### src/rtl/uart_pkg.sv
// Shared register map, bit positions and defaults for the UART receive FIFO block.
package uart_pkg;

    localparam int DEPTH_DEFAULT = 16;

    localparam int ADDR_RXDATA = 0;
    localparam int ADDR_STATUS = 1;
    localparam int ADDR_CTRL   = 2;

    localparam int ST_EMPTY_BIT = 0;
    localparam int ST_FULL_BIT  = 1;
    localparam int ST_OVR_BIT   = 2;
    localparam int ST_COUNT_LSB = 4;

    localparam int CTRL_FLUSH_BIT   = 0;
    localparam int CTRL_CLR_OVR_BIT = 1;

    // Count field is 9 bits wide so that DEPTH=256 still fits.
    function automatic logic [31:0] status_word(input logic       empty,
                                                input logic       full,
                                                input logic       ovr,
                                                input logic [8:0] count);
        logic [31:0] w;
        w = '0;
        w[ST_EMPTY_BIT]        = empty;
        w[ST_FULL_BIT]         = full;
        w[ST_OVR_BIT]          = ovr;
        w[ST_COUNT_LSB +: 9]   = count;
        return w;
    endfunction

endpackage

### src/rtl/uart_rx_fifo_wb_byte_fifo.sv
// Byte-wide circular FIFO with flush; a pop makes room for a same-cycle push when full.
module byte_fifo #(
    parameter int DEPTH = 16
) (
    input  logic                     clk,
    input  logic                     rst,
    input  logic                     push,
    input  logic                     pop,
    input  logic                     flush,
    input  logic [7:0]               din,
    output logic [7:0]               dout,
    output logic [$clog2(DEPTH):0]   count,
    output logic                     empty,
    output logic                     full
);

    localparam int PW = $clog2(DEPTH);

    logic [7:0]    mem_q [DEPTH];
    logic [PW-1:0] wr_ptr_q, wr_ptr_d;
    logic [PW-1:0] rd_ptr_q, rd_ptr_d;
    logic [PW:0]   count_q, count_d;
    logic          push_ok, pop_ok;

    assign empty   = (count_q == '0);
    assign full    = (count_q == (PW+1)'(DEPTH));
    assign count   = count_q;
    assign dout    = mem_q[rd_ptr_q];

    // Flush wins over both operations; the pushed byte is simply dropped.
    assign pop_ok  = pop & ~empty & ~flush;
    assign push_ok = push & (~full | pop_ok) & ~flush;

    always_comb begin
        wr_ptr_d = wr_ptr_q;
        rd_ptr_d = rd_ptr_q;
        count_d  = count_q;
        if (flush) begin
            wr_ptr_d = '0;
            rd_ptr_d = '0;
            count_d  = '0;
        end else begin
            if (push_ok) wr_ptr_d = wr_ptr_q + PW'(1);
            if (pop_ok)  rd_ptr_d = rd_ptr_q + PW'(1);
            count_d = count_q + (PW+1)'(push_ok) - (PW+1)'(pop_ok);
        end
    end

    always_ff @(posedge clk) begin
        if (rst) begin
            wr_ptr_q <= '0;
            rd_ptr_q <= '0;
            count_q  <= '0;
        end else begin
            wr_ptr_q <= wr_ptr_d;
            rd_ptr_q <= rd_ptr_d;
            count_q  <= count_d;
        end
    end

    always_ff @(posedge clk) begin
        if (push_ok) mem_q[wr_ptr_q] <= din;
    end

endmodule

### src/rtl/uart_rx_fifo_wb.sv
// UART receive byte FIFO with a Wishbone classic slave: RXDATA pop, STATUS, CTRL flush/clear.
module uart_rx_fifo_wb
    import uart_pkg::*;
#(
    parameter int DEPTH = DEPTH_DEFAULT,
    parameter int AW    = 2
) (
    input  logic          clk,
    input  logic          rst,
    input  logic [7:0]    rx_data,
    input  logic          rx_done,
    input  logic          wb_cyc_i,
    input  logic          wb_stb_i,
    input  logic          wb_we_i,
    input  logic [AW-1:0] wb_adr_i,
    input  logic [31:0]   wb_dat_i,
    output logic [31:0]   wb_dat_o,
    output logic          wb_ack_o,
    output logic          irq
);

    localparam int PW = $clog2(DEPTH);

    logic        rx_done_q;
    logic        ack_q, ack_d;
    logic [31:0] dat_q, dat_d;
    logic        ovr_q, ovr_d;

    logic        req, rd, wr;
    logic        sel_rx, sel_st, sel_ctrl;
    logic        push, pop, flush, clr_ovr, ovr_set;
    logic [7:0]  fifo_dout;
    logic [PW:0] fifo_count;
    logic        fifo_empty, fifo_full;
    logic        unused_dat;

    assign unused_dat = ^wb_dat_i[31:2];

    assign req      = wb_cyc_i & wb_stb_i & ~ack_q;
    assign rd       = req & ~wb_we_i;
    assign wr       = req & wb_we_i;
    assign sel_rx   = (wb_adr_i == AW'(ADDR_RXDATA));
    assign sel_st   = (wb_adr_i == AW'(ADDR_STATUS));
    assign sel_ctrl = (wb_adr_i == AW'(ADDR_CTRL));

    assign push     = rx_done & ~rx_done_q;
    assign pop      = rd & sel_rx & ~fifo_empty;
    assign flush    = wr & sel_ctrl & wb_dat_i[CTRL_FLUSH_BIT];
    assign clr_ovr  = wr & sel_ctrl & wb_dat_i[CTRL_CLR_OVR_BIT];

    // A push is lost only if nothing frees a slot this cycle and no flush discards it anyway.
    assign ovr_set  = push & fifo_full & ~pop & ~flush;
    assign ovr_d    = ovr_set | (ovr_q & ~clr_ovr);

    byte_fifo #(.DEPTH(DEPTH)) u_fifo (
        .clk   (clk),
        .rst   (rst),
        .push  (push),
        .pop   (pop),
        .flush (flush),
        .din   (rx_data),
        .dout  (fifo_dout),
        .count (fifo_count),
        .empty (fifo_empty),
        .full  (fifo_full)
    );

    always_comb begin
        ack_d = req;
        dat_d = '0;
        if (rd) begin
            if (sel_rx && !fifo_empty) dat_d = {24'b0, fifo_dout};
            else if (sel_st)           dat_d = status_word(fifo_empty, fifo_full, ovr_q, 9'(fifo_count));
        end
    end

    always_ff @(posedge clk) begin
        if (rst) begin
            rx_done_q <= 1'b1;
            ack_q     <= 1'b0;
            dat_q     <= '0;
            ovr_q     <= 1'b0;
        end else begin
            rx_done_q <= rx_done;
            ack_q     <= ack_d;
            dat_q     <= dat_d;
            ovr_q     <= ovr_d;
        end
    end

    assign wb_ack_o = ack_q;
    assign wb_dat_o = dat_q;
    assign irq      = ~fifo_empty;

endmodule
### config.mk
export PLATFORM = sky130hd
export DESIGN_NAME = uart_rx_fifo_wb
export DESIGN_NICKNAME = d
export VERILOG_FILES = /design/src/rtl/uart_pkg.sv /design/src/rtl/uart_rx_fifo_wb_byte_fifo.sv /design/src/rtl/uart_rx_fifo_wb.sv
export SDC_FILE = /design/constraint.sdc
export NUM_CORES = 1
export LEC_CHECK = 0
export CORE_MARGIN = 2
export CORE_UTILIZATION = 50
export DETAILED_ROUTE_END_ITERATION = 10
export PLACE_DENSITY = 0.72
export SLEW_MARGIN = 20
export SYNTH_ARGS = -nofsm -noshare
export SYNTH_HDL_FRONTEND = slang
export SYNTH_SLANG_ARGS = --single-unit
### constraint.sdc
create_clock -name clk -period 2.7 [get_ports clk]
set_clock_uncertainty 0.1 [all_clocks]
set_input_delay 0.405 -clock clk [delete_from_list [all_inputs] [get_ports clk]]
set_output_delay 0.405 -clock clk [all_outputs]
set_load 0.02 [all_outputs]
==> results.yml <==
status:
  status: "finished, violations left"
  violations: "setup timing"
route:
  first_iter_violations: 236
  drc: 0
  vias: 3516
  first_pass_iters: 5
  wl_per_cell_um: 20.0
  ant_nets: 0
  via_per_inst: 5.43
  drt_wl_total_um: 12900
global_route:
  grt_pass1_vias: 3546
  grt_pass1_wl_um: 19800
  antenna_found_initial: 0
  grt_usage: 0.195
  grt_max_degree: 17
  grt-ovfl-total: 0
timing:
  worst_pin_slew_ns: 0.635
  setup_viol: 2
  drv_slew: 0
  relSlewSlack: 0.576
  finalCriticalPeriod_ns: 2.86
  clock.fmax_mhz: 350
  final_hold_viol_count: 0
  fin_setup_tns_ns: -0.245
  fin_crit_sh: 1.06
  layout_setup_ws_ns: -0.157
  rsz0062_at_grt: "true"
layout:
  layout_commonest_cell: "edfxtp_1"
  fillers: 922
  area_delta_synth_final_pct: 22.1
  utilization: 0.628
  multi_input_comb_area_mm2: 0.00192
  final_cell_mix: "edfxtp_1, buf_4, clkdlybuf4s50_1, dfxtp_1, nor2_1"
  seqCellArea_mm2: 0.00443
  n_antenna_cell: 0
  fin_nets: 522
  layout-drive-gt1-share: 0.280
min_path:
  worstHoldStart: "ovr_q"
  min_to: "ovr_q"
  hp-class: "reg2reg"
  hold_depth: 2
clocking:
  clock-root-buffer: "clkbuf_16"
  numCtsBuffers: 17
  clock-sinks: 157
  htree_levels: 4
  cts_buffer_depth: 2
  cts.reportedPaths.clkPinSlew_ns: 0.06
  clk-insertion-delay-late_ns: 0.42
  cts_tree: "built"
critical_path:
  startpoint_type: "flop"
  critPathArrivalTime_ns: 3.11
  crit_type: "reg2reg"
  cp_data_required_time_ns: 2.95
  reg2reg_depth: 13
  setup.worst_path.start: "u_fifo.count[2]"
  crit_path_end_kind: "flop"
  r2r_start: "u_fifo.count[2]"
  r2r_slack_ns: -0.16
  r2r-end: "u_fifo.count[4]"
  crit_fanout: 2
floorplan:
  start_util: 0.514
  io_pins: 82
  std_cell_rows: 41
  core_mm2: 0.0126
  dieHeight_um: 118
  dieArea_mm2: 0.0139
  die_w_um: 118
logic_synthesis:
  synth_edf_count: 128
  ys_seq_area_frac: 0.682
  ys.flop_type: "edfxtp_1"
  async_reset_ff_frac: 0
  synth_area_per_cell_um2: 17.4
  synth_cells: 372
  syn_area_mm2: 0.00649
  ys_seq_elements: 157
  yosysWarnings: 0
  netlist-cell-type-count: 49
power:
  pwr_density_cell_mw_per_mm2: 706
  seqPwrFrac: 0.477
  p_int_mw: 4.42
  p_leak_nw: 2.73
  p_sw_mw: 1.18
  power.share.combinational: 0.087
  swShare: 0.210
  irDropWorstVdd_mv: 0.391
  power_mw: 5.60
  power_frac_clock: 0.436
placement:
  dp_slack_ns: -0.436
  place.gp.congestion: 0.797
  io_buffers: 28
  hpwl_um: 8520
run:
  cap_viol_max_count: 0
[layout make-up]
class | instances | share of cell area
clock buffer | 21 | 0.0556
clock inverter | 11 | 0.0213
sequential | 157 | 0.559
timing repair buffer | 85 | 0.0892
multi-input combinational | 190 | 0.242
tap | 172 | 0.0272
inverter | 11 | 0.00521
[per-stage QoR]
| stage | hold WS [ns] | cell area [µm²] | cells |
|---|---|---|---|
| after floorplan | 0.333 | 6600 | 394 |
| after global placement | 0.376 | 7220 | 610 |
| after detailed placement | 0.384 | 7220 | 610 |
| after CTS | 0.401 | 7850 | 644 |
| after global routing | 0.421 | 7920 | 647 |
| final | 0.402 | 7920 | 647 |
[kinds of logic (layout without fill, tap and decap cells)]
group / after synthesis / after routing / synth area share
adder cells (fa/ha/maj): 12 / 12 / 0.0243
buffers and inverters: 47 / 128 / 0.0455
flip-flops: 157 / 157 / 0.682
XOR/XNOR: 6 / 6 / 0.00810
AND/OR/NAND/NOR: 74 / 74 / 0.0679
other: 1 / 23 / 0.000578
multiplexers: 50 / 50 / 0.144
AO/OA/AOI/OAI: 25 / 25 / 0.0274
[critical path: stages, from the launching register on]
cell	delay (ns)
dfxtp_2	0.32
inv_2	0.07
ha_4	0.13
or4b_4	0.49
nand3_4	0.11
inv_2	0.04
ha_4	0.25
inv_2	0.04
ha_4	0.15
fa_2	0.37
a21oi_2	0.14
nor2_1	0.05
or3_1	0.38
a21oi_2	0.14
[metal layers]
layer	up-vias	GRT usage	part of all wire
met4	0	0.0617	0.0084
met2	119	0.328	0.52
met5	-	0	0
met3	14	0.0480	0.053
li1	1590	-	-
met1	1793	0.251	0.42
[power groups by stage]
stage,Combinational (mW),Clock (mW),Sequential (mW)
floorplan,0.289,0,2.72
global placement,0.420,0,2.71
detailed placement,0.431,0,2.72
CTS,0.451,2.48,2.67
global route,0.525,2.56,2.67
finish,0.485,2.44,2.67
[repair_timing]
action | CTS | global route
pin swaps | 3 | 6
hold endpoints to repair | 0 | 0
resized for setup | 5 | 9
endpoints found under the setup margin | 2 | 2
setup buffers | 2 | 3
hold buffers | 0 | 0
[worst max path at each step]
stage	end	slack [ns]	cells after the start
5_1_grt	u_fifo.count[4]	-0.25	13
3_5_place_dp	u_fifo.count[4]	-0.44	13
3_3_place_gp	u_fifo.count[4]	-0.33	13
6_report	u_fifo.count[4]	-0.16	13
2_1_floorplan	u_fifo.count[4]	-0.15	14
4_1_cts	u_fifo.count[4]	-0.11	13
[cell usage after synthesis, drive strengths merged (2+ instances only)]
| master | number | area (µm²) |
|---|---|---|
| edfxtp | 128 | 3840 |
| mux4 | 32 | 754 |
| buf | 31 | 235 |
| dfxtp | 29 | 581 |
| nor2 | 25 | 93.8 |
| mux2i | 18 | 180 |
| ha | 11 | 138 |
| inv | 11 | 41.3 |
| nand2 | 8 | 30.0 |
| o21ai | 8 | 40.0 |
| nand3 | 6 | 42.5 |
| nor3 | 6 | 30.0 |
| a21oi | 5 | 25.0 |
| a2bb2oi | 5 | 43.8 |
| and2 | 5 | 31.3 |
| clkbuf | 5 | 18.8 |
| nand4 | 5 | 43.8 |
| and4bb | 4 | 50.1 |
| or3 | 3 | 18.8 |
| xnor2 | 3 | 26.3 |
| xor2 | 3 | 26.3 |
| a21o | 2 | 15.0 |
| nor2b | 2 | 12.5 |
| or4b | 2 | 23.8 |
[registers in the layout, summed over array words and instances (netlist names), named ones only]
signal and count:
rx_done_q 1, wb_ack_o 1, wb_dat_o 9, u_fifo.rd_ptr_q 4, u_fifo.mem_q 128, u_fifo.wr_ptr_q 4
ovr_q 1, u_fifo.count 5
Note: power is estimated with default switching activity, not from simulation.
